**config.mk**
```make
export PLATFORM = sky130hd
export DESIGN_NAME = button_event_decoder
export DESIGN_NICKNAME = d
export VERILOG_FILES = /design/src/rtl/button_event_decoder.sv
export SDC_FILE = /design/constraint.sdc
export NUM_CORES = 1
export LEC_CHECK = 0
export CAP_MARGIN = 20
export CORE_ASPECT_RATIO = 0.7
export CORE_MARGIN = 5
export CORE_UTILIZATION = 27
export CTS_CLUSTER_SIZE = 16
export DETAILED_ROUTE_END_ITERATION = 12
export SYNTH_ARGS = -nofsm -noshare
export SYNTH_HDL_FRONTEND = slang
export SYNTH_SLANG_ARGS = --single-unit
```
**constraint.sdc**
```tcl
create_clock -name clk_i -period 2.44 [get_ports clk_i]
set_clock_uncertainty 0.1 [all_clocks]
set_input_delay 0.488 -clock clk_i [delete_from_list [all_inputs] [get_ports clk_i]]
set_output_delay 0.488 -clock clk_i [all_outputs]
set_load 0.01 [all_outputs]
```
**src/rtl/button_event_decoder.sv**
```systemverilog
// -----------------------------------------------------------------------------
// button_event_decoder
//
// Purpose:
//   Classifies activations of a debounced, clock-synchronous button level into
//   press/release edges, short press, double press and long press with
//   auto-repeat while the button stays held. All event outputs are registered
//   single-cycle pulses. held_o is a registered level.
//
// Parameters:
//   CNT_W         width of the shared interval counter
//   LONG_CYCLES   hold time (cycles) that qualifies a long press
//   REPEAT_CYCLES auto-repeat period (cycles) after a long press
//   DOUBLE_CYCLES window (cycles) after a release for a second press
//   Every *_CYCLES value must be >= 2 and <= 2**CNT_W - 1.
//
// Ports:
//   clk_i           system clock, all logic on the rising edge
//   rst_ni          asynchronous active-low reset (deassertion synchronised)
//   level_i         debounced button level, 1 = pressed, synchronous to clk_i
//   press_o         pulse on each accepted press
//   release_o       pulse on each release
//   short_press_o   pulse when a single short activation is confirmed
//   double_press_o  pulse when a second short press completes in the window
//   long_press_o    pulse when a hold reaches LONG_CYCLES
//   repeat_tick_o   pulse every REPEAT_CYCLES while held after a long press
//   held_o          high while the decoder is in a pressed state
// -----------------------------------------------------------------------------
module button_event_decoder #(
    parameter int CNT_W         = 24,
    parameter int LONG_CYCLES   = 12_000_000,
    parameter int REPEAT_CYCLES = 3_000_000,
    parameter int DOUBLE_CYCLES = 6_000_000
) (
    input  logic clk_i,
    input  logic rst_ni,
    input  logic level_i,
    output logic press_o,
    output logic release_o,
    output logic short_press_o,
    output logic double_press_o,
    output logic long_press_o,
    output logic repeat_tick_o,
    output logic held_o
);

    typedef enum logic [2:0] {
        ST_IDLE   = 3'd0,
        ST_PRESS1 = 3'd1,
        ST_WAIT2  = 3'd2,
        ST_PRESS2 = 3'd3,
        ST_LONG   = 3'd4
    } state_t;

    // The counter is cleared on entry to a state, so after N cycles in the
    // state it reads N-1 at the deciding edge; compare against N-1 so the
    // registered pulse appears exactly N cycles after entry.
    localparam logic [CNT_W-1:0] LONG_LAST   = CNT_W'(LONG_CYCLES - 1);
    localparam logic [CNT_W-1:0] REPEAT_LAST = CNT_W'(REPEAT_CYCLES - 1);
    localparam logic [CNT_W-1:0] DOUBLE_LAST = CNT_W'(DOUBLE_CYCLES - 1);
    localparam logic [CNT_W-1:0] CNT_ONE     = CNT_W'(1);

    // Reset release synchroniser: assertion is immediate, release takes two
    // clock edges before the decoder starts sampling.
    logic [1:0] rst_sync_q;
    logic       run;

    always_ff @(posedge clk_i or negedge rst_ni) begin
        if (!rst_ni) begin
            rst_sync_q <= 2'b00;
        end else begin
            rst_sync_q <= {rst_sync_q[0], 1'b1};
        end
    end

    assign run = rst_sync_q[1];

    // State and registered outputs
    state_t           state_q, state_d;
    logic [CNT_W-1:0] cnt_q, cnt_d;
    logic             prev_q, prev_d;
    logic             press_q, press_d;
    logic             release_q, release_d;
    logic             short_q, short_d;
    logic             double_q, double_d;
    logic             long_q, long_d;
    logic             tick_q, tick_d;
    logic             held_q, held_d;

    logic rise;
    logic fall;

    assign rise = level_i & ~prev_q;
    assign fall = ~level_i & prev_q;

    // Next-state and output decode. In every state an edge is tested before
    // the threshold, so an edge always wins a same-cycle tie.
    always_comb begin
        state_d   = state_q;
        cnt_d     = cnt_q + CNT_ONE;
        prev_d    = level_i;
        press_d   = 1'b0;
        release_d = 1'b0;
        short_d   = 1'b0;
        double_d  = 1'b0;
        long_d    = 1'b0;
        tick_d    = 1'b0;

        case (state_q)
            ST_IDLE: begin
                // No threshold in IDLE: park the counter so it cannot wrap.
                cnt_d = '0;
                if (rise) begin
                    state_d = ST_PRESS1;
                    press_d = 1'b1;
                end
            end
            ST_PRESS1: begin
                if (fall) begin
                    state_d   = ST_WAIT2;
                    release_d = 1'b1;
                end else if (cnt_q == LONG_LAST) begin
                    state_d = ST_LONG;
                    long_d  = 1'b1;
                end
            end
            ST_WAIT2: begin
                if (rise) begin
                    state_d = ST_PRESS2;
                    press_d = 1'b1;
                end else if (cnt_q == DOUBLE_LAST) begin
                    state_d = ST_IDLE;
                    short_d = 1'b1;
                end
            end
            ST_PRESS2: begin
                if (fall) begin
                    state_d   = ST_IDLE;
                    release_d = 1'b1;
                    double_d  = 1'b1;
                end else if (cnt_q == LONG_LAST) begin
                    state_d = ST_LONG;
                    long_d  = 1'b1;
                end
            end
            ST_LONG: begin
                if (fall) begin
                    state_d   = ST_IDLE;
                    release_d = 1'b1;
                end else if (cnt_q == REPEAT_LAST) begin
                    // Stay in LONG; restarting the count gives the period.
                    tick_d = 1'b1;
                    cnt_d  = '0;
                end
            end
            default: begin
                state_d = ST_IDLE;
            end
        endcase

        if (state_d != state_q) begin
            cnt_d = '0;
        end

        held_d = (state_d == ST_PRESS1) || (state_d == ST_PRESS2) ||
                 (state_d == ST_LONG);

        // Until the synchronised reset release arrives, hold everything at
        // its reset value; prev stays 0 so a button already held is seen as
        // a rise on the first active edge.
        if (!run) begin
            state_d   = ST_IDLE;
            cnt_d     = '0;
            prev_d    = 1'b0;
            press_d   = 1'b0;
            release_d = 1'b0;
            short_d   = 1'b0;
            double_d  = 1'b0;
            long_d    = 1'b0;
            tick_d    = 1'b0;
            held_d    = 1'b0;
        end
    end

    always_ff @(posedge clk_i or negedge rst_ni) begin
        if (!rst_ni) begin
            state_q   <= ST_IDLE;
            cnt_q     <= '0;
            prev_q    <= 1'b0;
            press_q   <= 1'b0;
            release_q <= 1'b0;
            short_q   <= 1'b0;
            double_q  <= 1'b0;
            long_q    <= 1'b0;
            tick_q    <= 1'b0;
            held_q    <= 1'b0;
        end else begin
            state_q   <= state_d;
            cnt_q     <= cnt_d;
            prev_q    <= prev_d;
            press_q   <= press_d;
            release_q <= release_d;
            short_q   <= short_d;
            double_q  <= double_d;
            long_q    <= long_d;
            tick_q    <= tick_d;
            held_q    <= held_d;
        end
    end

    assign press_o        = press_q;
    assign release_o      = release_q;
    assign short_press_o  = short_q;
    assign double_press_o = double_q;
    assign long_press_o   = long_q;
    assign repeat_tick_o  = tick_q;
    assign held_o         = held_q;

endmodule

```
==> results.py <==
metrics = {
    "synthesis": {
        "ys_ff_latch": 37,
        "yosysWarnings": 0,
        "ys_top_cells_by_area": "dfrtp_1, nor3_1, xor2_1",
        "synth_nets": 198,
        "synth.distinct_cells": 39,
        "synth_top_area_cell": "dfrtp_1",
        "synth_top_area_share_pct": 48.56,
        "syn_area_sq_um": 1907,
        "ys_seq_area_share_pct": 48.56,
        "avgSynthCellArea_sq_um": 9.829,
        "syn_inst": 194,
    },
    "clock_tree": {
        "numCtsBuffers": 5,
        "cts_tree": "built",
        "clock_latency_ns": 0.30,
        "cts_sinks": 37,
        "cts_htree_levels": 2,
        "cts_root_buf": "clkbuf_8",
        "clock_tree.buffer_depth": 2,
        "cts.clk_slew.worst_paths_ns": 0.08,
    },
    "timing": {
        "grt_setup_unrepaired": "true",
        "hold_ws_ns": 0.1855,
        "finalHoldViolCount": 0,
        "final-max-slew-violation-count": 0,
        "slew_headroom_pct": 45.36,
        "worstMarginPinSlew_ns": 0.8196,
        "fin_crit_ns": 2.431,
        "timing.fmax_mhz": 411.4,
        "setup_viol": 0,
        "period_share_pct": 99.62,
    },
    "setup_path": {
        "crit_path_start": "cnt_q[14]",
        "r2r_start": "cnt_q[14]",
        "cp_cell_sequence": "nand4b_1 -> or4_4 -> or4_4 -> a211oi_4 -> buf_6 -> clkbuf_16 -> nor3_1",
        "arrival_ns": 2.51,
        "end_kind": "flip-flop",
        "worstReg2RegEnd": "cnt_q[19]",
        "cpLargestDelayFamily": "simple AND/OR/NAND/NOR gates",
        "worst_path_largest_cell_delay_ns": 0.52,
        "reg2reg_depth": 7,
        "worstPathRequired_ns": 2.52,
        "crit_cells": 7,
        "cpMostUsedCell": "or4_4",
        "crit_path_start_kind": "flip-flop",
        "path_class": "flip-flop to flip-flop",
        "cp_slowest_cell": "or4_4",
        "r2r_slack_ns": 0.009,
        "crit_end": "cnt_q[19]",
        "crit_fanout": 6,
        "critPathBufInv": 2,
    },
    "grt": {
        "top_usage_layer": "met1",
        "use_met3_pct": 3.690,
        "antenna_found_initial": 0,
        "grt_pass1_vias": 1499,
        "gr-total-overflow": 0,
        "grt_max_degree": 38,
        "grt_pass1_wl_um": 7624,
        "gr-usage-all-layers_pct": 10.74,
        "grt_util_met1_pct": 16.25,
        "met2_usage_pct": 13.50,
    },
    "drt": {
        "drtIter0Drc": 128,
        "routedWlPerCell_um": 14.21,
        "drt.antenna.violating_nets": 0,
        "vias": 1594,
        "routed_wirelength_um": 4674,
        "first_pass_iters": 4,
        "drc": 0,
        "vias_per_cell": 4.845,
    },
    "cells_and_area": {
        "final_nets": 238,
        "multi_input_area_sq_um": 959.7,
        "antenna_cells": 0,
        "drive_above_1_share_pct": 22.13,
        "layout_common_cells": "dfrtp_1, nor3_1, buf_4",
        "final_util_pct": 36.28,
        "final_common_cell": "dfrtp_1",
        "fill_cells": 692,
        "regArea_sq_um": 925.9,
        "syn2layout_area_growth_pct": 29.72,
    },
    "run": {
        "drv_cap": 0,
    },
    "die": {
        "num_rows": 25,
        "initial_core_util_pct": 27.96,
        "die-area_sq_um": 8870,
        "core_sq_um": 6819,
        "ios": 10,
        "fp.dieH_um": 80.31,
        "fp.dieW_um": 110.4,
    },
    "power": {
        "ir_drop_v": 0.0002150,
        "leakage_nw": 0.9766,
        "power_density_nw_per_um2": 471.5,
    },
    "place": {
        "dp_hpwl_um": 3148,
        "numPortBuffers": 9,
        "routabilityCongestion": 0.8692,
    },
    "min_path": {
        "hold_path.class": "input pin to async pin",
    },
    "outcome": {
        "status": "completed",
    },
}
==> registers in the layout (all words and copies together), names as in the netlist <==
name,count
cnt_q,24
state_q,3
rst_sync_q,2
double_press_o,1
held_o,1
long_press_o,1
press_o,1
prev_q,1
release_o,1
repeat_tick_o,1
short_press_o,1
==> logic make-up after synthesis <==
family          Yosys count  synth area share (%)
compound gates           14                 5.184
fa+ha+maj                 1                0.6561
flops                    37                 48.56
buf+inv                   9                 3.477
simple gates            110                 31.83
other cells               1                0.1967
xor+xnor                 22                 10.11
==> where the power goes <==
| group | switching (mW) | internal, mW | total (mW) |
|---|---|---|---|
| sequential | 0.00795 | 0.621 | 0.629 |
| clock | 0.218 | 0.198 | 0.416 |
| combinational | 0.0695 | 0.0519 | 0.121 |
==> metal layers <==
| metal | part of all wire [%] | up-vias | wire length (um) |
|---|---|---|---|
| li1 | - | 776 | - |
| met1 | 54 | 754 | 2507 |
| met2 | 38 | 56 | 1790 |
| met3 | 6.5 | 8 | 302 |
| met4 | 1.6 | 0 | 74 |
| met5 | 0 | - | 0 |
==> cells in the mapped netlist <==
cell type and instances:
nand2b_1 3, a21oi_2 1, o21ai_0 1, and3_1 3, nor4b_1 2, and2_1 2, nand4b_1 3, and3b_1 1
and4_2 1, or4bb_1 2, nor3b_1 1, or2b_1 1, a21oi_1 6, a211oi_4 1, a31oi_1 1, clkbuf_1 1
a211oi_1 1, a2bb2oi_1 1, nor3_1 31, or4_1 1, buf_6 3, clkbuf_8 1, or4_4 1, nor4_1 5
nor2_1 12, o22ai_1 2, and2b_2 1, conb_1 1, xnor2_1 8, and2_2 1, nand3_1 10, nand2_1 18
nor2b_1 2, nand4_1 8, inv_1 4, ha_1 1, xor2_1 14, and4b_1 1, dfrtp_1 37
==> how the worst min path moves through the flow <==
stage | start | end | slack (ns) | cells past startpoint
after floorplan | rst_ni | cnt_q[0] | 0.09 | 0
after global placement | rst_sync_q[0] | rst_sync_q[1] | 0.23 | 0
after detailed placement | rst_sync_q[0] | rst_sync_q[1] | 0.24 | 0
after CTS | rst_ni | state_q[0] | 0.21 | 1
after global routing | rst_ni | cnt_q[21] | 0.26 | 1
final | rst_ni | cnt_q[21] | 0.19 | 1
==> timing repair <==
action / 4_1_cts / 5_1_grt
hold endpoints to repair: 0 / 0
buffers inserted: 2 / 3
pin swaps: 3 / 2
gates resized for setup: 3 / 9
endpoints found under the setup margin: 7 / 24
cloned: 1 / 1
hold buffers: 0 / 0
==> per-stage QoR <==
| step | cell area [sq um] | cells | setup TNS (ns) | power [mW] | worst slack, ns |
|---|---|---|---|---|---|
| global route | 2474 | 329 | -0.7535 | 1.218 | -0.04702 |
| global placement | 2248 | 314 | 0 | 0.7353 | 0.04532 |
| finish | 2474 | 329 | 0 | 1.166 | 0.009322 |
| detailed placement | 2248 | 314 | 0 | 0.7368 | 0.002100 |
| floorplan | 1907 | 194 | 0 | 0.6977 | 0.07886 |
| CTS | 2384 | 325 | 0 | 1.159 | 0.01437 |
==> layout make-up <==
| type | count | area share (%) |
|---|---|---|
| clock buffer | 6 | 2.934 |
| sequential | 37 | 37.43 |
| inverter | 4 | 0.6070 |
| multi-input combinational | 148 | 38.80 |
| clock inverter | 2 | 0.4047 |
| tap | 94 | 4.755 |
| timing repair buffer | 38 | 15.07 |
(Power assumes the default switching activity.)
